[config.mk]
export PLATFORM = sky130hd
export DESIGN_NAME = alu_muldiv_seq
export DESIGN_NICKNAME = d
export VERILOG_FILES = /design/src/rtl/alu_muldiv_seq.sv
export SDC_FILE = /design/constraint.sdc
export NUM_CORES = 1
export LEC_CHECK = 0
export ABC_AREA = 1
export CAP_MARGIN = 0
export CORE_UTILIZATION = 41
export CTS_BUF_LIST = sky130_fd_sc_hd__clkbuf_16
export CTS_CLUSTER_DIAMETER = 80
export DETAILED_ROUTE_END_ITERATION = 7
export PLACE_DENSITY = 0.61
export SYNTH_ARGS = -nofsm -noshare
export SYNTH_HDL_FRONTEND = slang
export SYNTH_SLANG_ARGS = --single-unit
[constraint.sdc]
create_clock -name i_clk -period 6.2 [get_ports i_clk]
set_input_delay 1.55 -clock i_clk [delete_from_list [all_inputs] [get_ports i_clk]]
set_output_delay 1.55 -clock i_clk [all_outputs]
set_load 0.03 [all_outputs]
[src/rtl/alu_muldiv_seq.sv]
// alu_muldiv_seq: iterative RV32M/RV64M multiply/divide unit.
// Radix-2 shift-add multiplier and restoring divider share one 2*XLEN
// accumulator. Operands are stored as magnitudes, and the sign is fixed up once
// on the way into DONE. Divide-by-zero and signed overflow take a one-cycle
// fast path.
module alu_muldiv_seq #(
   parameter int unsigned XLEN  = 32,
   parameter int unsigned CNT_W = $clog2(XLEN) + 1
) (
   input  logic            i_clk,
   input  logic            i_rst,
   input  logic            i_valid,
   output logic            o_ready,
   input  logic [2:0]      i_op,
   input  logic [XLEN-1:0] i_op1,
   input  logic [XLEN-1:0] i_op2,
   input  logic            i_flush,
   output logic            o_valid,
   input  logic            i_ready,
   output logic [XLEN-1:0] o_result
);

   typedef enum logic [1:0] {
      IDLE,
      CALC,
      DONE
   } state_e;

   state_e              state_q;
   logic [2:0]          op_q;
   logic                neg_q;
   logic [CNT_W-1:0]    cnt_q;
   logic [2*XLEN-1:0]   acc_q;
   logic [XLEN-1:0]     opb_q;
   logic                valid_q;
   logic [XLEN-1:0]     result_q;

   // Request decode: operand signedness, magnitudes, result sign, fast paths
   logic                s1, s2;
   logic [XLEN-1:0]     abs1, abs2;
   logic                neg_d;
   logic                fast_d;
   logic [XLEN-1:0]     fast_res_d;
   logic [2*XLEN-1:0]   acc_init_d;
   logic [XLEN-1:0]     opb_init_d;
   logic                div_zero, div_ovf;

   // Decode the incoming request into magnitudes and a single negate flag
   always_comb begin
      s1 = i_op1[XLEN-1] & ((i_op == 3'b001) | (i_op == 3'b010) |
                            (i_op == 3'b100) | (i_op == 3'b110));
      s2 = i_op2[XLEN-1] & ((i_op == 3'b001) | (i_op == 3'b100) |
                            (i_op == 3'b110));
      abs1 = s1 ? ({XLEN{1'b0}} - i_op1) : i_op1;
      abs2 = s2 ? ({XLEN{1'b0}} - i_op2) : i_op2;
      // Remainder follows the dividend's sign; everything else negates on sign mismatch
      neg_d = (i_op[2] & i_op[1]) ? s1 : (s1 ^ s2);
      div_zero = i_op[2] & (i_op2 == '0);
      div_ovf  = i_op[2] & ~i_op[0] &
                 (i_op1 == {1'b1, {(XLEN-1){1'b0}}}) & (i_op2 == '1);
      fast_d = div_zero | div_ovf;
      fast_res_d = '0;
      if (div_zero) begin
         fast_res_d = i_op[1] ? i_op1 : '1;
      end else if (div_ovf) begin
         fast_res_d = i_op[1] ? '0 : i_op1;
      end
      // Divide: {rem,quot} starts as {0,|dividend|}; multiply: {hi,lo} starts as {0,|multiplier|}
      acc_init_d = i_op[2] ? {{XLEN{1'b0}}, abs1} : {{XLEN{1'b0}}, abs2};
      opb_init_d = i_op[2] ? abs2 : abs1;
   end

   // One iteration step plus the sign-corrected final result
   logic [XLEN:0]       mul_sum;
   logic [2*XLEN-1:0]   mul_acc;
   logic [XLEN:0]       rem_sh;
   logic                div_ge;
   logic [XLEN-1:0]     rem_sub;
   logic [2*XLEN-1:0]   div_acc;
   logic [2*XLEN-1:0]   acc_d;
   logic [2*XLEN-1:0]   prod_fix;
   logic [XLEN-1:0]     dv, dv_fix;
   logic [XLEN-1:0]     fin_res;

   // Shift-add / restoring-divide datapath for one bit per cycle
   always_comb begin
      mul_sum = {1'b0, acc_q[2*XLEN-1:XLEN]} + {1'b0, opb_q};
      mul_acc = acc_q[0] ? {mul_sum, acc_q[XLEN-1:1]}
                         : {1'b0, acc_q[2*XLEN-1:1]};
      // Shifted remainder can exceed XLEN bits, so compare with one extra bit
      rem_sh  = acc_q[2*XLEN-1:XLEN-1];
      div_ge  = rem_sh >= {1'b0, opb_q};
      rem_sub = rem_sh[XLEN-1:0] - opb_q;
      div_acc = div_ge ? {rem_sub, acc_q[XLEN-2:0], 1'b1}
                       : {rem_sh[XLEN-1:0], acc_q[XLEN-2:0], 1'b0};
      acc_d   = op_q[2] ? div_acc : mul_acc;

      prod_fix = neg_q ? ({(2*XLEN){1'b0}} - acc_d) : acc_d;
      dv       = op_q[1] ? acc_d[2*XLEN-1:XLEN] : acc_d[XLEN-1:0];
      dv_fix   = neg_q ? ({XLEN{1'b0}} - dv) : dv;
      if (op_q[2]) begin
         fin_res = dv_fix;
      end else if (op_q[1:0] == 2'b00) begin
         fin_res = prod_fix[XLEN-1:0];
      end else begin
         fin_res = prod_fix[2*XLEN-1:XLEN];
      end
   end

   // Control FSM with registered result/valid; the last iteration edge also
   // applies sign correction so DONE follows exactly XLEN CALC cycles
   always_ff @(posedge i_clk or posedge i_rst) begin
      if (i_rst) begin
         state_q  <= IDLE;
         op_q     <= '0;
         neg_q    <= 1'b0;
         cnt_q    <= '0;
         acc_q    <= '0;
         opb_q    <= '0;
         valid_q  <= 1'b0;
         result_q <= '0;
      end else begin
         case (state_q)
            IDLE: begin
               if (i_valid && !i_flush) begin
                  op_q  <= i_op;
                  neg_q <= neg_d;
                  acc_q <= acc_init_d;
                  opb_q <= opb_init_d;
                  if (fast_d) begin
                     state_q  <= DONE;
                     valid_q  <= 1'b1;
                     result_q <= fast_res_d;
                  end else begin
                     state_q <= CALC;
                     cnt_q   <= CNT_W'(XLEN);
                  end
               end
            end
            CALC: begin
               if (i_flush) begin
                  state_q <= IDLE;
                  valid_q <= 1'b0;
               end else begin
                  acc_q <= acc_d;
                  cnt_q <= cnt_q - CNT_W'(1);
                  if (cnt_q == CNT_W'(1)) begin
                     state_q  <= DONE;
                     valid_q  <= 1'b1;
                     result_q <= fin_res;
                  end
               end
            end
            DONE: begin
               if (i_flush || i_ready) begin
                  state_q <= IDLE;
                  valid_q <= 1'b0;
               end
            end
            default: begin
               state_q <= IDLE;
               valid_q <= 1'b0;
            end
         endcase
      end
   end

   assign o_ready  = (state_q == IDLE);
   assign o_valid  = valid_q;
   assign o_result = result_q;

endmodule

==> Yosys cells after proc, flatten, opt, wreduce, memory -nomap -nowiden <==
Index checks and enable logic that the tools add are counted.
{ "word_totals": {"memories": 0, "word_cells": 101, "latch_bits": 0, "out_inout_bits": 34, "reg_bits": 141, "in_bits": 72, "mem_bits_rw": 0, "romBits": 0} }
{ "op_classes": {"mux": 41, "bitwise": 15, "n_eq_ne": 16, "reduce_logical": 13, "shift": 0, "n_div": 0, "n_lt_le_gt_ge": 1, "n_mul": 0, "addsub": 7} }
{ "op_table": {"columns": ["operator", "n"], "rows": [
  ["$mux 32", 16],
  ["$mux 64", 6],
  ["$pmux 64 s2", 1],
  ["$sub 1x32->32 const A", 3],
  ["$eq 32x32->1 const B", 2],
  ["$pmux 32 s2", 1],
  ["$sub 1x64->64 const A", 1],
  ["$add 32x32->33", 1],
  ["$ge 33x32->1", 1],
  ["$logic_not 32->1", 1],
  ["$sub 32x32->32", 1],
  ["$mux 6", 3],
  ["$pmux 6 s2", 1],
  ["$mux 2", 5],
  ["$ne 2x2->1 const B", 4],
  ["$reduce_and 4->1", 2],
  ["$and 1x1->1", 7],
  ["$eq 3x3->1 const B", 2],
  ["$eq 6x1->1 const B", 1],
  ["$mux 1", 6],
  ["$or 1x1->1", 6],
  ["$pmux 2 s3", 1],
  ["$reduce_and 3->1", 2],
  ["$sub 6x1->6 const B", 1],
  ["16 further kinds", 18]
]} }

==> Logic depth before layout (Yosys ltp) <==
{ "depth": {"word_depth": 10, "depth_mapped": 34, "ltp_nobuf": 34} }

==> Worst setup path after synthesis <==
Ideal clock, no wire load.
{ "synth_timing": {"path_kind": "input to register", "start": "in i_op1[0]", "end": "reg result_q[12], in the netlist o_result[12]", "cell_stages": 20, "setup_time_ps": 118, "arrival_time_ps": 3752, "path_buffers": 1, "required_time_ps": 6082, "path_slack_ps": 2330, "cell_sequence": "inv_1 ha_1 nand2_1 nor2_1 nand2_1 nor3_2 nand2_1 nor3_2 nand3_1 nor2_1 nand3_1 o21ai_1 o2111ai_1 inv_1 nand2_2 inv_2 buf_2 nand2_1 a21oi_1 nor2_1"} }
{ "synth_between": {"elab_chain_cells": 8, "word_cells_on_any_way": 11, "classes_between": "eq/ne (2); mux (5); bitwise (3); reduce/logical (1)"} }
{ "synth_rtl": {"columns": ["element", "line", "text"], "rows": [
  ["start: declaration", "15", "input logic [XLEN-1:0] i_op1,"],
  ["$eq 32x32->1 (*)", "60", "(i_op1 == {1'b1, {(XLEN-1){1'b0}}}) & (i_op2 == '1);"],
  ["$and 1x1->1 (*)", "59", "div_ovf = i_op[2] & ~i_op[0] &"],
  ["$and 1x1->1 (*)", "60", null],
  ["$mux 32", "65", "end else if (div_ovf) begin"],
  ["$mux 32", "63", "if (div_zero) begin"],
  ["$mux 32", "130", "if (fast_d) begin"],
  ["$mux 32", "125", "if (i_valid && !i_flush) begin"],
  ["$pmux 32 s2", "123", "case (state_q)"],
  ["end signal: assignment", "133", "result_q <= fast_res_d;"],
  ["end signal: assignment", "150", "result_q <= fin_res;"],
  ["end: declaration", "36", "logic [XLEN-1:0] result_q;"]
]} }
Every way passes the cells marked *; elsewhere a longest branch is shown, timed or not. The select of a mux whose other input is x is not followed.
A chain may end at the register's enable or synchronous reset.

==> Final worst setup path <==
{ "layout_timing": {"start": "reg opb_q[16]", "end": "reg result_q[30], in the netlist o_result[30]"} }
{ "layout_between": {"elab_chain_cells": 10, "word_cells_on_any_way": 16, "classes_between": "add/sub (4); order compare (1); mux (11)"} }
{ "layout_rtl": {"columns": ["element", "line", "text"], "rows": [
  ["start: declaration", "34", "logic [XLEN-1:0] opb_q;"],
  ["start signal: assignment", "129", "opb_q <= opb_init_d;"],
  ["$add 32x32->33 (tied with other cells)", "87", "mul_sum = {1'b0, acc_q[2*XLEN-1:XLEN]} + {1'b0, opb_q};"],
  ["$mux 64 (on tied branches)", "88, 94", null],
  ["$mux 64 (*)", "96", "acc_d = op_q[2] ? div_acc : mul_acc;"],
  ["$sub 1x64->64 or $mux 32 (tied branches)", "98, 99", null],
  ["$mux 64 or $sub 1x32->32 (tied branches)", "98, 100", null],
  ["$mux 32 (on tied branches)", "103, 100", null],
  ["$mux 32 (*)", "101", "if (op_q[2]) begin"],
  ["$mux 32 (*)", "147", "if (cnt_q == CNT_W'(1)) begin"],
  ["$mux 32 (*)", "141", "if (i_flush) begin"],
  ["$pmux 32 s2 (*)", "123", null]
]} }
Marked as above.

==> results.yml <==
clock_network:
  cts_inserted_buffers: 17
  cts.reportedPaths.clkPinSlew_ns: 0.07
  cts-hold-fix-buffers: 0
  cts.repair_timing.setup_buffer_count: 0
  maximum_count_of_clock_buffers_along_a_single_path: 2
  clk_latency_ns: 0.46
  post_cts.resized_instances: 0
  tritoncts: "done"
  clock_tree.htree_level_count: 4
  cts_sinks: 141
  cts_root_buffer: "clkbuf_16"
route:
  dr.first_iter.drc_count: 2820
  wl_met1_um: 37800
  routed.top_layer: "met5"
  dr_wl_met3_um: 8570
  drc: 0
  detail_route.wirelength_um: 91100
  met2_wirelength_um: 39100
  route.detailed.wl_per_inst_um: 22.1
  route.vias.total: 23346
  average_via_count_per_standard_cell: 5.67
  postRouteAntennaNets: 0
  drt_first_pass_iters: 6
logic_synthesis:
  dominant_synthesized_flop_cell: "dfrtp_1"
  synth.yosys.seq_area_share_pct: 17.9
  yosys-mux-area-fraction_pct: 0
  yosys.area_share.adder_pct: 4.72
  synth-edff-count: 0
  synth_commonest_cells: "nand2_1 (1073), inv_1 (518), nor2_1 (353), nand3_1 (296), o21ai_0 (198)"
  synth_warnings: 0
  synth_largest_type_area_fraction_pct: 20.5
  synth_top_family_by_area: "simple AND/OR/NAND/NOR gates"
  synth_top_cells_by_area: "nand2_1 (20%), dfrtp_1 (18%), inv_1 (9.9%)"
  netlist.top_cell.by_area: "nand2_1"
  area_of_the_mapped_netlist_um2: 19700
  postSynthNetCount: 3610
  yosys.cell_count.top_type: "nand2_1"
  postSynth.asyncResetShare_pct: 100
  synth_xor_xnor_area_share_pct: 3.95
  netlist-cell-type-count: 58
  ys_ff_latch: 141
  fraction_of_the_mapped_netlist_area_in_compound_gates_pct: 15.3
  synthCells: 3465
  synth_simple_gate_area_share_pct: 44.5
  avgSynthCellArea_um2: 5.68
sta:
  final.setup_skew_ns: 0.0155
  slew_headroom_pct: 28.5
  fin_crit_sh_pct: 82.4
  worst_tran_pin_value_ns: 1.07
  timing.final.hold_violations: 0
  maxSlewViolCount: 0
  finalSetupTns_ns: 0
  fin_crit_ns: 5.11
  fmaxAchievable_mhz: 196
  rsz0062_at_grt: "no"
  finalSetupViolCount: 0
die:
  die_x_um: 221
  core.rowCount: 79
  initial_core_utilization_pct: 41.9
  design.die.area_um2: 48900
  core_region_area_um2: 47000
  die_h_um: 221
  io-pin-count: 106
worst_setup_path:
  arrival_ns: 5.46
  cp_common_cell: "nand2_1"
  crit_path_max_fanout: 32
  critPathKind: "reg -> reg"
  timing.critical_path.required_ns: 6.55
  critical-path-slowest-cell: "dfrtp_1"
  crit_path_end_kind: "flop"
  setup.worst_path.start_class: "flop"
  max_stage_delay_ns: 0.54
outcome:
  outcome: "complete, no violations"
global_routing:
  track_usage_pct: 36.7
  grt_pass1_vias: 21482
  globalRoute.totalOverflow: 0
  maximum_number_of_pins_on_one_net_before_global_route_repair: 86
  first_pass_grt_wire_length_um: 135000
  antenna_found_initial: 1
job:
  max-cap-violations: 0
finish:
  design.final.nets: 3639
  fill_cells: 5160
  flow.area_growth_from_synthesis_pct: 10.2
  final_layout_size_suffix_gt1_share_pct: 7.39
  antenna_diode_count: 0
place:
  hpwl_um: 74000
  gp_congestion: 1.06
  number_of_port_buffers: 105
hold_path:
  hp-class: "reg -> reg"
-- per-layer routing --
layer  vias up  GRT usage, %
met5         -             0
met2      1302          57.0
met3       222          6.47
met1     10645          48.0
li1      11175             -
met4         2          20.7
-- through the flow --
stage | util (%) | hold WS, ns | worst slack [ns] | instance area, µm² | instances
CTS | 46.2 | 0.502 | 1.26 | 21700 | 4114
floorplan | - | 0.454 | 0.869 | 19700 | 3465
finish | 46.2 | 0.498 | 1.09 | 21700 | 4114
detailed placement | 44.9 | 0.474 | 0.896 | 21100 | 4082
global placement | 44.9 | 0.475 | 1.03 | 21100 | 4082
global route | 46.2 | 0.512 | 0.786 | 21700 | 4114
-- cells by family (layout without fill, tap and decap cells) --
kind of cell,Yosys count,count (layout)
compound gates,519,519
xor+xnor,88,88
fa+ha+maj,73,73
buf+inv,659,701
flops,141,141
simple gates,1985,1985
-- worst max-delay path: cells and delay by family, from the launching register on --
kind,cells,cell delay [ns]
flops,1,0.54
buf+inv,5,0.41
compound gates,1,0.21
fa+ha+maj,2,0.59
simple gates,26,3.19
-- path summary, 6_finish.rpt --
check,start,end,slack [ns],cells past startpoint
setup / recovery,opb_q[16],o_result[30],1.09,34
hold / removal,o_result[7],o_result[7],0.50,2
setup reg to reg,opb_q[16],o_result[30],1.09,34
hold reg to reg,o_result[7],o_result[7],0.50,2
max in group asynchronous,i_rst,acc_q[58],3.50,3
min in group asynchronous,i_rst,o_result[27],1.62,2
-- cell type report --
cell class / instances / area (µm²) / share of cell area [%]
inverters: 535 / 2020 / 9.30
multi-input cells: 2665 / 13500 / 62.2
flip-flops and latches: 141 / 3540 / 16.3
well taps: 607 / 759 / 3.50
clock inverters: 15 / 189 / 0.871
repair buffers: 134 / 1270 / 5.85
clock buffers: 17 / 425 / 1.96
-- flip-flops by register name, summed over array words and instances, names as in the netlist --
signal,cells
acc_q,64
o_result,32
opb_q,32
cnt_q,6
op_q,3
state_q,2
neg_q,1
o_valid,1
-- cell usage in the layout (no fill, tap or decap), types with 37 or more instances in the layout --
| master | netlist | layout |
|---|---|---|
| inv_1 | 518 | 516 |
| a21oi_1 | 154 | 154 |
| dfrtp_1 | 141 | 139 |
| clkdlybuf4s50_1 | 0 | 105 |
| nand2_2 | 40 | 40 |
| nor2_1 | 353 | 351 |
| nand4_1 | 66 | 66 |
| nand2_1 | 1073 | 1073 |
| nand3_1 | 296 | 296 |
| o211ai_1 | 37 | 37 |
| xor2_1 | 78 | 78 |
| ha_1 | 71 | 71 |
| o21ai_0 | 198 | 198 |
Power is not shown: default switching activity piles up to over one toggle a cycle in this logic, so the estimate is an artifact.
